### src/rtl/st_sum_decimator.sv
`timescale 1ns/1ps
// st_sum_decimator
//   Avalon-ST decimating accumulator. Sums DECIM consecutive signed samples
//   into an ACC_WIDTH accumulator and emits one registered sum per DECIM
//   accepted inputs. Input stalls only when a completed sum cannot be moved
//   into the output register.
//
// Ports:
//   clk        - sole clock, rising edge
//   reset_n    - asynchronous active-low reset
//   clr        - synchronous discard of the partial sum (blocks input that cycle)
//   asi_valid  - upstream sample valid
//   asi_data   - signed sample, DATA_WIDTH bits
//   asi_ready  - combinational: sample accepted this cycle when asi_valid
//   aso_valid  - registered: aso_data holds a completed sum
//   aso_data   - registered signed sum, ACC_WIDTH bits
//   aso_ready  - downstream accepts the sum this cycle
module st_sum_decimator #(
  parameter int DATA_WIDTH = 32,
  parameter int DECIM      = 4,
  parameter int ACC_WIDTH  = 40
) (
  input  logic                  clk,
  input  logic                  reset_n,
  input  logic                  clr,
  input  logic                  asi_valid,
  input  logic [DATA_WIDTH-1:0] asi_data,
  output logic                  asi_ready,
  output logic                  aso_valid,
  output logic [ACC_WIDTH-1:0]  aso_data,
  input  logic                  aso_ready
);

  // One-bit counter when DECIM==1 keeps the vector legal; it stays at 0.
  localparam int CNT_W = (DECIM > 1) ? $clog2(DECIM) : 1;
  localparam logic [CNT_W-1:0] CNT_LAST = CNT_W'(DECIM - 1);

  logic [ACC_WIDTH-1:0] acc_q, acc_d;
  logic [CNT_W-1:0]     cnt_q, cnt_d;
  logic                 aso_valid_q, aso_valid_d;
  logic [ACC_WIDTH-1:0] aso_data_q, aso_data_d;

  logic                 last;
  logic                 accept;
  logic [ACC_WIDTH-1:0] sx;
  logic [ACC_WIDTH-1:0] sum;

  always_comb begin
    last      = (cnt_q == CNT_LAST);
    // The final sample may enter whenever the output register is empty or
    // being drained this same cycle.
    asi_ready = !clr && (!last || !aso_valid_q || aso_ready);
    accept    = asi_valid && asi_ready;
    sx        = ACC_WIDTH'($signed(asi_data));
    sum       = acc_q + sx;
  end

  always_comb begin
    acc_d       = acc_q;
    cnt_d       = cnt_q;
    aso_valid_d = aso_valid_q;
    aso_data_d  = aso_data_q;

    if (aso_valid_q && aso_ready) begin
      aso_valid_d = 1'b0;
    end

    if (clr) begin
      acc_d = '0;
      cnt_d = '0;
    end else if (accept) begin
      if (last) begin
        // A load in the same cycle as a drain overrides the clear above,
        // giving back-to-back sums with no bubble.
        aso_data_d  = sum;
        aso_valid_d = 1'b1;
        acc_d       = '0;
        cnt_d       = '0;
      end else begin
        acc_d = sum;
        cnt_d = cnt_q + CNT_W'(1);
      end
    end
  end

  always_ff @(posedge clk or negedge reset_n) begin
    if (!reset_n) begin
      acc_q       <= '0;
      cnt_q       <= '0;
      aso_valid_q <= 1'b0;
      aso_data_q  <= '0;
    end else begin
      acc_q       <= acc_d;
      cnt_q       <= cnt_d;
      aso_valid_q <= aso_valid_d;
      aso_data_q  <= aso_data_d;
    end
  end

  assign aso_valid = aso_valid_q;
  assign aso_data  = aso_data_q;

endmodule

### config.mk
export PLATFORM = sky130hd
export DESIGN_NAME = st_sum_decimator
export DESIGN_NICKNAME = d
export VERILOG_FILES = /design/src/rtl/st_sum_decimator.sv
export SDC_FILE = /design/constraint.sdc
export NUM_CORES = 1
export LEC_CHECK = 0
export BUFFER_PORTS_ARGS = -buffer_cell sky130_fd_sc_hd__buf_2
export CAP_MARGIN = 25
export CORE_MARGIN = 2
export CORE_UTILIZATION = 58
export CTS_BUF_LIST = sky130_fd_sc_hd__clkbuf_4 sky130_fd_sc_hd__clkbuf_8 sky130_fd_sc_hd__clkbuf_16
export CTS_CLUSTER_DIAMETER = 80
export DETAILED_ROUTE_END_ITERATION = 10
export PLACE_DENSITY = 0.81
export SLEW_MARGIN = 20
export SYNTH_ARGS = -nofsm -noshare
export SYNTH_HDL_FRONTEND = slang
export SYNTH_SLANG_ARGS = --single-unit
### constraint.sdc
create_clock -name clk -period 3.4 [get_ports clk]
set_input_delay 0.34 -clock clk [delete_from_list [all_inputs] [get_ports clk]]
set_output_delay 0.34 -clock clk [all_outputs]
set_load 0.01 [all_outputs]
==> results of run 1 <==
-- placed cells by master (no fill, tap or decap), types with 7 or more instances in the layout --
master / n
a22o_1: 32
a21oi_1: 42
buf_4: 7
ha_1: 40
nand2_1: 102
nor3_1: 9
nor2_1: 21
nand3_1: 15
dfrtp_1: 83
xnor2_1: 19
clkbuf_8: 10
inv_1: 11
mux2_2: 14
xor2_1: 11
a21o_1: 17
o21ai_0: 17
nor2b_1: 7
buf_2: 77
or3_1: 7
-- kinds of logic (layout without fill, tap and decap cells) --
family	after synthesis	in the layout	synth area share, %
xor+xnor	31	31	5.38
compound gates	168	168	23.3
flops	83	83	39.2
simple gates	192	192	16.7
fa+ha+maj	41	41	9.81
mux	15	15	3.16
buf+inv	33	114	2.43
-- stage by stage --
| stage | hold WS (ps) | cell area [um2] | total power [mW] |
|---|---|---|---|
| 6_report | 4.87 | 6060 | 3.33 |
| 5_1_grt | 88.7 | 6060 | 3.53 |
| 4_1_cts | 200 | 6060 | 3.34 |
| 3_5_place_dp | 458 | 5850 | 2.57 |
| 3_3_place_gp | 453 | 5840 | 2.53 |
| 2_1_floorplan | 44.4 | 5310 | 2.19 |
-- final timing paths --
| check | start | to | depth (start not counted) |
|---|---|---|---|
| max reg2reg | acc_q[10]$_DFFE_PN0P_ | aso_data[37]$_DFFE_PN0P_ | 10 |
| min reg2reg | aso_data[14]$_DFFE_PN0P_ | aso_data[14]$_DFFE_PN0P_ | 2 |
| max in group asynchronous | reset_n | aso_data[18]$_DFFE_PN0P_ | 1 |
| max | acc_q[10]$_DFFE_PN0P_ | aso_data[37]$_DFFE_PN0P_ | 10 |
| min | reset_n | aso_data[8]$_DFFE_PN0P_ | 1 |
| min in group clk | clr | cnt_q[1]$_DFFE_PN0P_ | 2 |
-- registers in the layout (all words and copies together) (netlist names) --
register   flops
aso_data      40
cnt_q          2
aso_valid      1
acc_q         40
-- worst max-delay path: cells and delay by family (launching register included) --
family	cells	cell delay, ps
AO/OA/AOI/OAI	7	1890
flip-flops	1	390
adder cells (fa/ha/maj)	1	370
AND/OR/NAND/NOR	2	240
-- area by class of cell --
type	instances	area, um2	share of cell area (%)
multi-input cells	447	3120	51.5
flip-flops and latches	83	2080	34.3
clock inverters	5	62.6	1.03
inverters	11	41.3	0.681
well taps	108	135	2.23
clock buffers	11	145	2.40
repair buffers	87	480	7.93
-- power by group --
part	switching, mW	total [mW]	internal [mW]
Combinational	0.739	1.29	0.552
Clock	0.397	0.768	0.371
Sequential	0.100	1.27	1.17
Total	1.24	3.33	2.09
-- per-layer routing --
metal  wire, um  vias to the layer above  global-route usage, %  part of all wire (%)
li1           -                     2212                      -                     -
met1       5580                     2200                   34.3                    43
met2       6870                      100                   50.4                    52
met3        481                       21                   3.51                   3.7
met4        192                        0                   7.80                   1.5
met5          0                        -                      0                     0
==> impl_metrics.toml, run 1 <==
[finish]
final_util_pct = 68.8
fillCellCount = 705
fin_nets = 717
drive_above_1_share_pct = 21.6
area_growth_pct = 14.2
final_cells = 752
diodes = 0

[global_route]
grt_pass1_vias = 4681
track_usage_pct = 27.6
grt_pass1_wl_um = 22200
overflow = 0
grt_max_degree = 84
antenna_found_initial = 0

[clocking]
holdBufCountCts = 0
root_buffer = "clkbuf_8"
cts_made_buffers = 9
cts_buffer_depth = 2
clk_pin_slew_ps = 100
insertion_delay_ps = 360
postCtsSetupRepairBufs = 0
htree_levels = 3
ctsResizeCount = 0
clock-sinks = 83
tritoncts = "built"

[drt]
drt_iter0_drc = 223
drt_wl_total_um = 13100
drtAntennaViolNets = 0
via_count = 4533
via_per_inst = 6.03
drt_pre_antenna_iters = 5
wl_per_cell_um = 17.4
route.detailed.drc = 0

[floorplan]
dieArea_um2 = 9930
fp.coreArea_um2 = 8810
start_util_pct = 60.2
chipWidth_um = 99.6
fp.dieH_um = 99.6
top_level_ports = 79
rows = 34

[synthesis]
async_reset_ff_share_pct = 100
synth_commonest_cells = "102 x nand2_1, 83 x dfrtp_1, 43 x a21oi_1"
synth_cells = 563
synth_edf_count = 0
synth_area_leaders = "dfrtp_1 39%, ha_1 9.4%, nand2_1 7.2%"
yosys.area.top_type_share_pct = 39.2
ys_warn_count = 0
synth_fp_nets = 641
ys_seq_elements = 83
synth_cell_types = 71
synth_area_leader_cell = "dfrtp_1"
synth.most_common_cell = "nand2_1"
synth_flop_cell = "dfrtp_1"
yosysSeqAreaShare_pct = 39.2
syn_area_um2 = 5310
post_synth.cell_area_avg_um2 = 9.42

[hold_path]
hp-class = "in2async"

[placement]
dp.final_hpwl_um = 9740
gp_congestion = 0.955
dp_cells = 736
port_buffers = 78
pre_cts_ws_ps = 381

[sta]
setup_ws_ps = 408
relSlewSlack_pct = 49.1
fmax_ghz = 0.334
worst_pin_slew_ps = 763
timing.final.crit_share_pct = 88.0
slew_viol_final = 0
final-hold-violation-count = 0
grt_setup_unrepaired = "no"
setup_viol = 0
fin_crit_ps = 2990
finalSetupTns_ps = 0
skew_ps = 13.8

[flow_run]
cap_violations = 0

[power_and_ir_drop]
p_per_area_nw_per_um2 = 549
cellLeakagePower_nw = 3.18
ir_drop_mv = 0.289

[setup_path]
path_class = "reg2reg"
cp.arrival_ps = 3230
cp_data_required_time_ps = 3640
worst_path_max_delay_cell = "a2111oi_4"
worstPathCellList = "ha_1, a21oi_1, o21ai_0, a211oi_1, o211ai_2, a21boi_2, o22ai_2, a2111oi_4, or4_1, nand3_1"
path_max_fanout = 6
cpPeakStageDelay_ps = 480
cp-end-kind = "flip-flop"
start_kind = "flip-flop"
rrSetupSlack_ps = 410

[outcome]
status = "complete, no violations"
Power figures use the tool's default switching activity.
==> inputs of run 2 (changes only) <==
--- a/config.mk
+++ b/config.mk
@@ -5,13 +5,14 @@
 export SDC_FILE = /design/constraint.sdc
 export NUM_CORES = 1
 export LEC_CHECK = 0
-export BUFFER_PORTS_ARGS = -buffer_cell sky130_fd_sc_hd__buf_2
+export BUFFER_PORTS_ARGS = -buffer_cell sky130_fd_sc_hd__clkbuf_2
 export CAP_MARGIN = 25
 export CORE_MARGIN = 2
 export CORE_UTILIZATION = 58
 export CTS_BUF_LIST = sky130_fd_sc_hd__clkbuf_4 sky130_fd_sc_hd__clkbuf_8 sky130_fd_sc_hd__clkbuf_16
 export CTS_CLUSTER_DIAMETER = 80
 export DETAILED_ROUTE_END_ITERATION = 10
+export GPL_ROUTABILITY_DRIVEN = 0
 export PLACE_DENSITY = 0.81
 export SLEW_MARGIN = 20
 export SYNTH_ARGS = -nofsm -noshare
==> run 2 against run 1 <==
Net effect: die area did not move; critical path depth did not move; fmax rose by 1.2%; flip-flop and latch count unchanged; non-clock buffer count fell by 2; power is 5.5% higher; sequential power is essentially flat; register-to-register slack improved by 40 ps; clock power up 24%.
==> impl_metrics.toml, run 2 (same netlist as run 1, synthesis figures left out) <==
[outcome]
status = "complete, no violations"

[drt]
drt_pre_antenna_iters = 7
via_per_inst = 6.10
wl_per_cell_um = 16.9
drt_iter0_drc = 261
drt_wl_total_um = 12700
via_count = 4576
drtAntennaViolNets = 0
route.detailed.drc = 0

[sta]
hold_slack_ps = 4.81
timing.final.crit_share_pct = 86.9
relSlewSlack_pct = 50.9
worst_pin_slew_ps = 736
grt_setup_unrepaired = "no"
slew_viol_final = 0
fmax_ghz = 0.338
final-hold-violation-count = 0
fin_crit_ps = 2960
skew_ps = 11.5
setup_viol = 0
setup_ws_ps = 445
finalSetupTns_ps = 0

[power_and_ir_drop]
p_per_area_nw_per_um2 = 577
cellLeakagePower_nw = 3.18
finalPower_mw = 3.51
ir_drop_mv = 0.304

[clocking]
clock-sinks = 83
holdBufCountCts = 0
cts_buffer_depth = 2
htree_levels = 3
cts_made_buffers = 9
tritoncts = "built"
root_buffer = "clkbuf_8"
postCtsSetupRepairBufs = 0
ctsResizeCount = 0
insertion_delay_ps = 370
clk_pin_slew_ps = 90

[global_route]
track_usage_pct = 26.8
antenna_found_initial = 0
overflow = 0
grt_pass1_wl_um = 21400
grt_pass1_vias = 4610
grt_max_degree = 84

[finish]
fin_nets = 715
drive_above_1_share_pct = 21.3
area_growth_pct = 14.8
final_common_cell = "nand2_1"
multi_input_area_um2 = 3120
final_util_pct = 69.1
final_cells = 750
final_cell_mix = "102 x nand2_1, 83 x dfrtp_1, 77 x clkbuf_2, 42 x a21oi_1, 40 x ha_1"
fillCellCount = 693
diodes = 0
fin_area_um2 = 6090
register_area_um2 = 2080

[hold_path]
hp-class = "in2async"

[floorplan]
fp.dieH_um = 99.6
dieArea_um2 = 9930
chipWidth_um = 99.6
rows = 34
start_util_pct = 60.2
fp.coreArea_um2 = 8810
top_level_ports = 79

[placement]
pre_cts_ws_ps = 443
placed_area_um2 = 5820
dp_cells = 734
port_buffers = 78
dp.final_hpwl_um = 9300

[setup_path]
cp-end-kind = "flip-flop"
r2r_start = "acc_q[21]$_DFFE_PN0P_"
reg2reg_to = "aso_data[36]$_DFFE_PN0P_"
cp_data_required_time_ps = 3650
worstRegToRegCells = 10
worstSetupEndpoint = "aso_data[36]$_DFFE_PN0P_"
critPathLaunch = "acc_q[21]$_DFFE_PN0P_"
start_kind = "flip-flop"
path_class = "reg2reg"
rrSetupSlack_ps = 440
path_max_fanout = 5
cp.arrival_ps = 3200

[flow_run]
cap_violations = 0
==> run 2: changes by cell type in the layout (fill, tap and decap cells not counted) <==
cell,change
clkinvlp_4,-1
clkinv_4,-2
bufinv_16,+3
buf_6,-1
inv_6,+1
clkbuf_8,-1
buf_12,-1
buf_2,-77
clkbuf_2,+77
==> run 2: worst min path at each step <==
stage,startpoint,endpoint,slack (ps),cells past startpoint
finish,reset_n,aso_data[7]$_DFFE_PN0P_,5,1
global route,reset_n,aso_data[8]$_DFFE_PN0P_,60,1
CTS,reset_n,aso_data[8]$_DFFE_PN0P_,190,1
detailed placement,aso_data[10]$_DFFE_PN0P_,aso_data[10]$_DFFE_PN0P_,460,2
global placement,aso_data[0]$_DFFE_PN0P_,aso_data[0]$_DFFE_PN0P_,460,2
floorplan,reset_n,acc_q[0]$_DFFE_PN0P_,40,0
==> run 2: report_power, final <==
part           internal [mW]  total [mW]  switching [mW]
Clock                  0.573       0.955           0.381
Sequential              1.17        1.27           0.105
Combinational          0.546        1.28           0.736
==> run 2: per-layer routing <==
metal	global-route usage, %	up-vias	part of all wire (%)
met5	0	-	0
met4	8.32	0	2.5
met3	5.55	34	3.8
met2	46.8	113	52
met1	33.3	2217	42
li1	-	2212	-
==> run 2: worst max-delay path, stage by stage (launching register included) <==
cell,delay [ps]
dfrtp_1,410
ha_1,330
a21oi_1,310
o21bai_1,130
a221oi_1,340
o21ai_1,120
a2111oi_0,430
or4b_1,190
o211ai_1,110
xor2_1,180
mux2_2,270
==> run 2: cell type report <==
| class | count | area share, % |
|---|---|---|
| clock buffer | 10 | 2.16 |
| clock inverter | 6 | 2.24 |
| inverter | 11 | 0.678 |
| multi-input combinational | 447 | 51.2 |
| sequential | 83 | 34.1 |
| tap | 108 | 2.22 |
| timing repair buffer | 85 | 7.38 |
==> inputs of run 3 (changes only) <==
--- a/config.mk
+++ b/config.mk
@@ -13,6 +13,7 @@
 export CTS_CLUSTER_DIAMETER = 80
 export DETAILED_ROUTE_END_ITERATION = 10
 export GPL_ROUTABILITY_DRIVEN = 0
+export GPL_TIMING_DRIVEN = 0
 export PLACE_DENSITY = 0.81
 export SLEW_MARGIN = 20
 export SYNTH_ARGS = -nofsm -noshare
==> run 3 against run 2 <==
Net effect: the flow now finishes with violations (hold timing); sequential share of layout area rose by 0.14 points; highest routed layer unchanged; global-route usage fell by 0.056 points; critical endpoint is now acc_q[24]$_DFFE_PN0P_; critical path type unchanged; worst hold slack got worse by 21 ps; register-to-register slack worse by 90 ps; largest power group unchanged; worst setup slack lost 89 ps; die area unchanged.
==> impl_metrics.toml, run 3 (same netlist as run 1, synthesis figures left out) <==
[clocking]
clk_pin_slew_ps = 90
cts_buffer_depth = 2
postCtsSetupRepairBufs = 0
root_buffer = "clkbuf_8"
htree_levels = 3
cts_made_buffers = 9
clock-sinks = 83
tritoncts = "built"
ctsResizeCount = 0
insertion_delay_ps = 360
holdBufCountCts = 0

[power_and_ir_drop]
ir_drop_mv = 0.305
p_per_area_nw_per_um2 = 542
cellLeakagePower_nw = 3.16
finalPower_mw = 3.29

[drt]
drt_pre_antenna_iters = 5
via_per_inst = 6.07
drtAntennaViolNets = 0
via_count = 4657
drt_iter0_drc = 228
route.detailed.drc = 0
drt_wl_total_um = 12700
wl_per_cell_um = 16.6

[global_route]
grt_pass1_vias = 4624
antenna_found_initial = 0
grt_pass1_wl_um = 21300
track_usage_pct = 26.7
overflow = 0
grt_max_degree = 43

[finish]
final_cells = 767
final_cell_mix = "102 x nand2_1, 83 x dfrtp_1, 78 x clkbuf_2, 43 x a21oi_1, 40 x ha_1"
area_growth_pct = 14.3
drive_above_1_share_pct = 20.2
final_util_pct = 68.9
fin_nets = 732
fin_area_um2 = 6060
final_common_cell = "nand2_1"
fillCellCount = 723
diodes = 0

[placement]
placed_area_um2 = 5850
port_buffers = 78
dp.final_hpwl_um = 9700
dp_cells = 750
pre_cts_ws_ps = 429

[sta]
fmax_ghz = 0.328
fin_crit_ps = 3040
final-hold-violation-count = 9
timing.final.crit_share_pct = 89.5
relSlewSlack_pct = 54.4
hold_slack_ps = -16.6
setup_viol = 0
skew_ps = 11.3
setup_ws_ps = 356
worst_pin_slew_ps = 675
grt_setup_unrepaired = "no"
slew_viol_final = 0
finalSetupTns_ps = 0

[hold_path]
hp-class = "in2async"

[floorplan]
top_level_ports = 79
chipWidth_um = 99.6
fp.coreArea_um2 = 8810
start_util_pct = 60.2
rows = 34
dieArea_um2 = 9930
fp.dieH_um = 99.6

[setup_path]
worstRegToRegCells = 12
path_class = "reg2reg"
crit_top_cell = "inv_1"
path_max_fanout = 4
start_kind = "flip-flop"
rrSetupSlack_ps = 360
cpPeakStageDelay_ps = 390
cp_data_required_time_ps = 3650
worst_path_max_delay_cell = "dfrtp_1"
r2r_start = "acc_q[0]$_DFFE_PN0P_"
cp.arrival_ps = 3290
cp-end-kind = "flip-flop"
reg2reg_to = "acc_q[24]$_DFFE_PN0P_"
worstPathCellList = "ha_1, inv_1, fa_1, inv_1, a21o_1, a221o_1, a21oi_4, a21oi_2, o21bai_2, a21oi_1, or3_1, a32o_1"

[outcome]
violations = "hold timing"
status = "finished, violations left"

[flow_run]
cap_violations = 0
==> run 3: per-layer routing <==
layer  vias to the layer above  global-route usage, %  wire (um)
li1                       2240                      -          -
met1                      2252                   32.8       5240
met2                       140                   47.4       6550
met3                        25                   4.99        663
met4                         0                   8.43        249
met5                         -                      0          0
==> run 3: worst max-delay path by stage <==
stage	startpoint	cells after the start	end
after global routing	acc_q[0]$_DFFE_PN0P_	12	aso_data[38]$_DFFE_PN0P_
after floorplan	acc_q[0]$_DFFE_PN0P_	12	acc_q[24]$_DFFE_PN0P_
after detailed placement	asi_data[14]	12	aso_data[39]$_DFFE_PN0P_
final	acc_q[0]$_DFFE_PN0P_	12	acc_q[24]$_DFFE_PN0P_
after CTS	acc_q[0]$_DFFE_PN0P_	12	acc_q[24]$_DFFE_PN0P_
after global placement	asi_data[31]	12	aso_data[38]$_DFFE_PN0P_
==> run 3: report_power, final <==
| group | switching, mW | internal [mW] | total (mW) | leakage, nW |
|---|---|---|---|---|
| sequential | 0.105 | 1.17 | 1.27 | 1.11 |
| clock | 0.359 | 0.375 | 0.734 | 0.0994 |
| combinational | 0.738 | 0.543 | 1.28 | 1.95 |
| total | 1.20 | 2.09 | 3.29 | 3.16 |
==> run 3: final cells by class <==
class	instances	area [um2]	area share [%]
Timing Repair Buffer	80	420	6.93
Clock inverter	4	50.0	0.825
Buffer	22	87.6	1.44
Inverter	11	41.3	0.681
Tap cell	108	135	2.23
Multi-Input combinational cell	447	3100	51.1
Sequential cell	83	2080	34.3
Clock buffer	12	153	2.52
==> run 3: critical path, delay by kind of cell (launching register included) <==
kind	cells	cell delay (ps)
buf+inv	2	160
fa+ha+maj	2	440
flops	1	390
compound gates	7	1580
simple gates	1	360
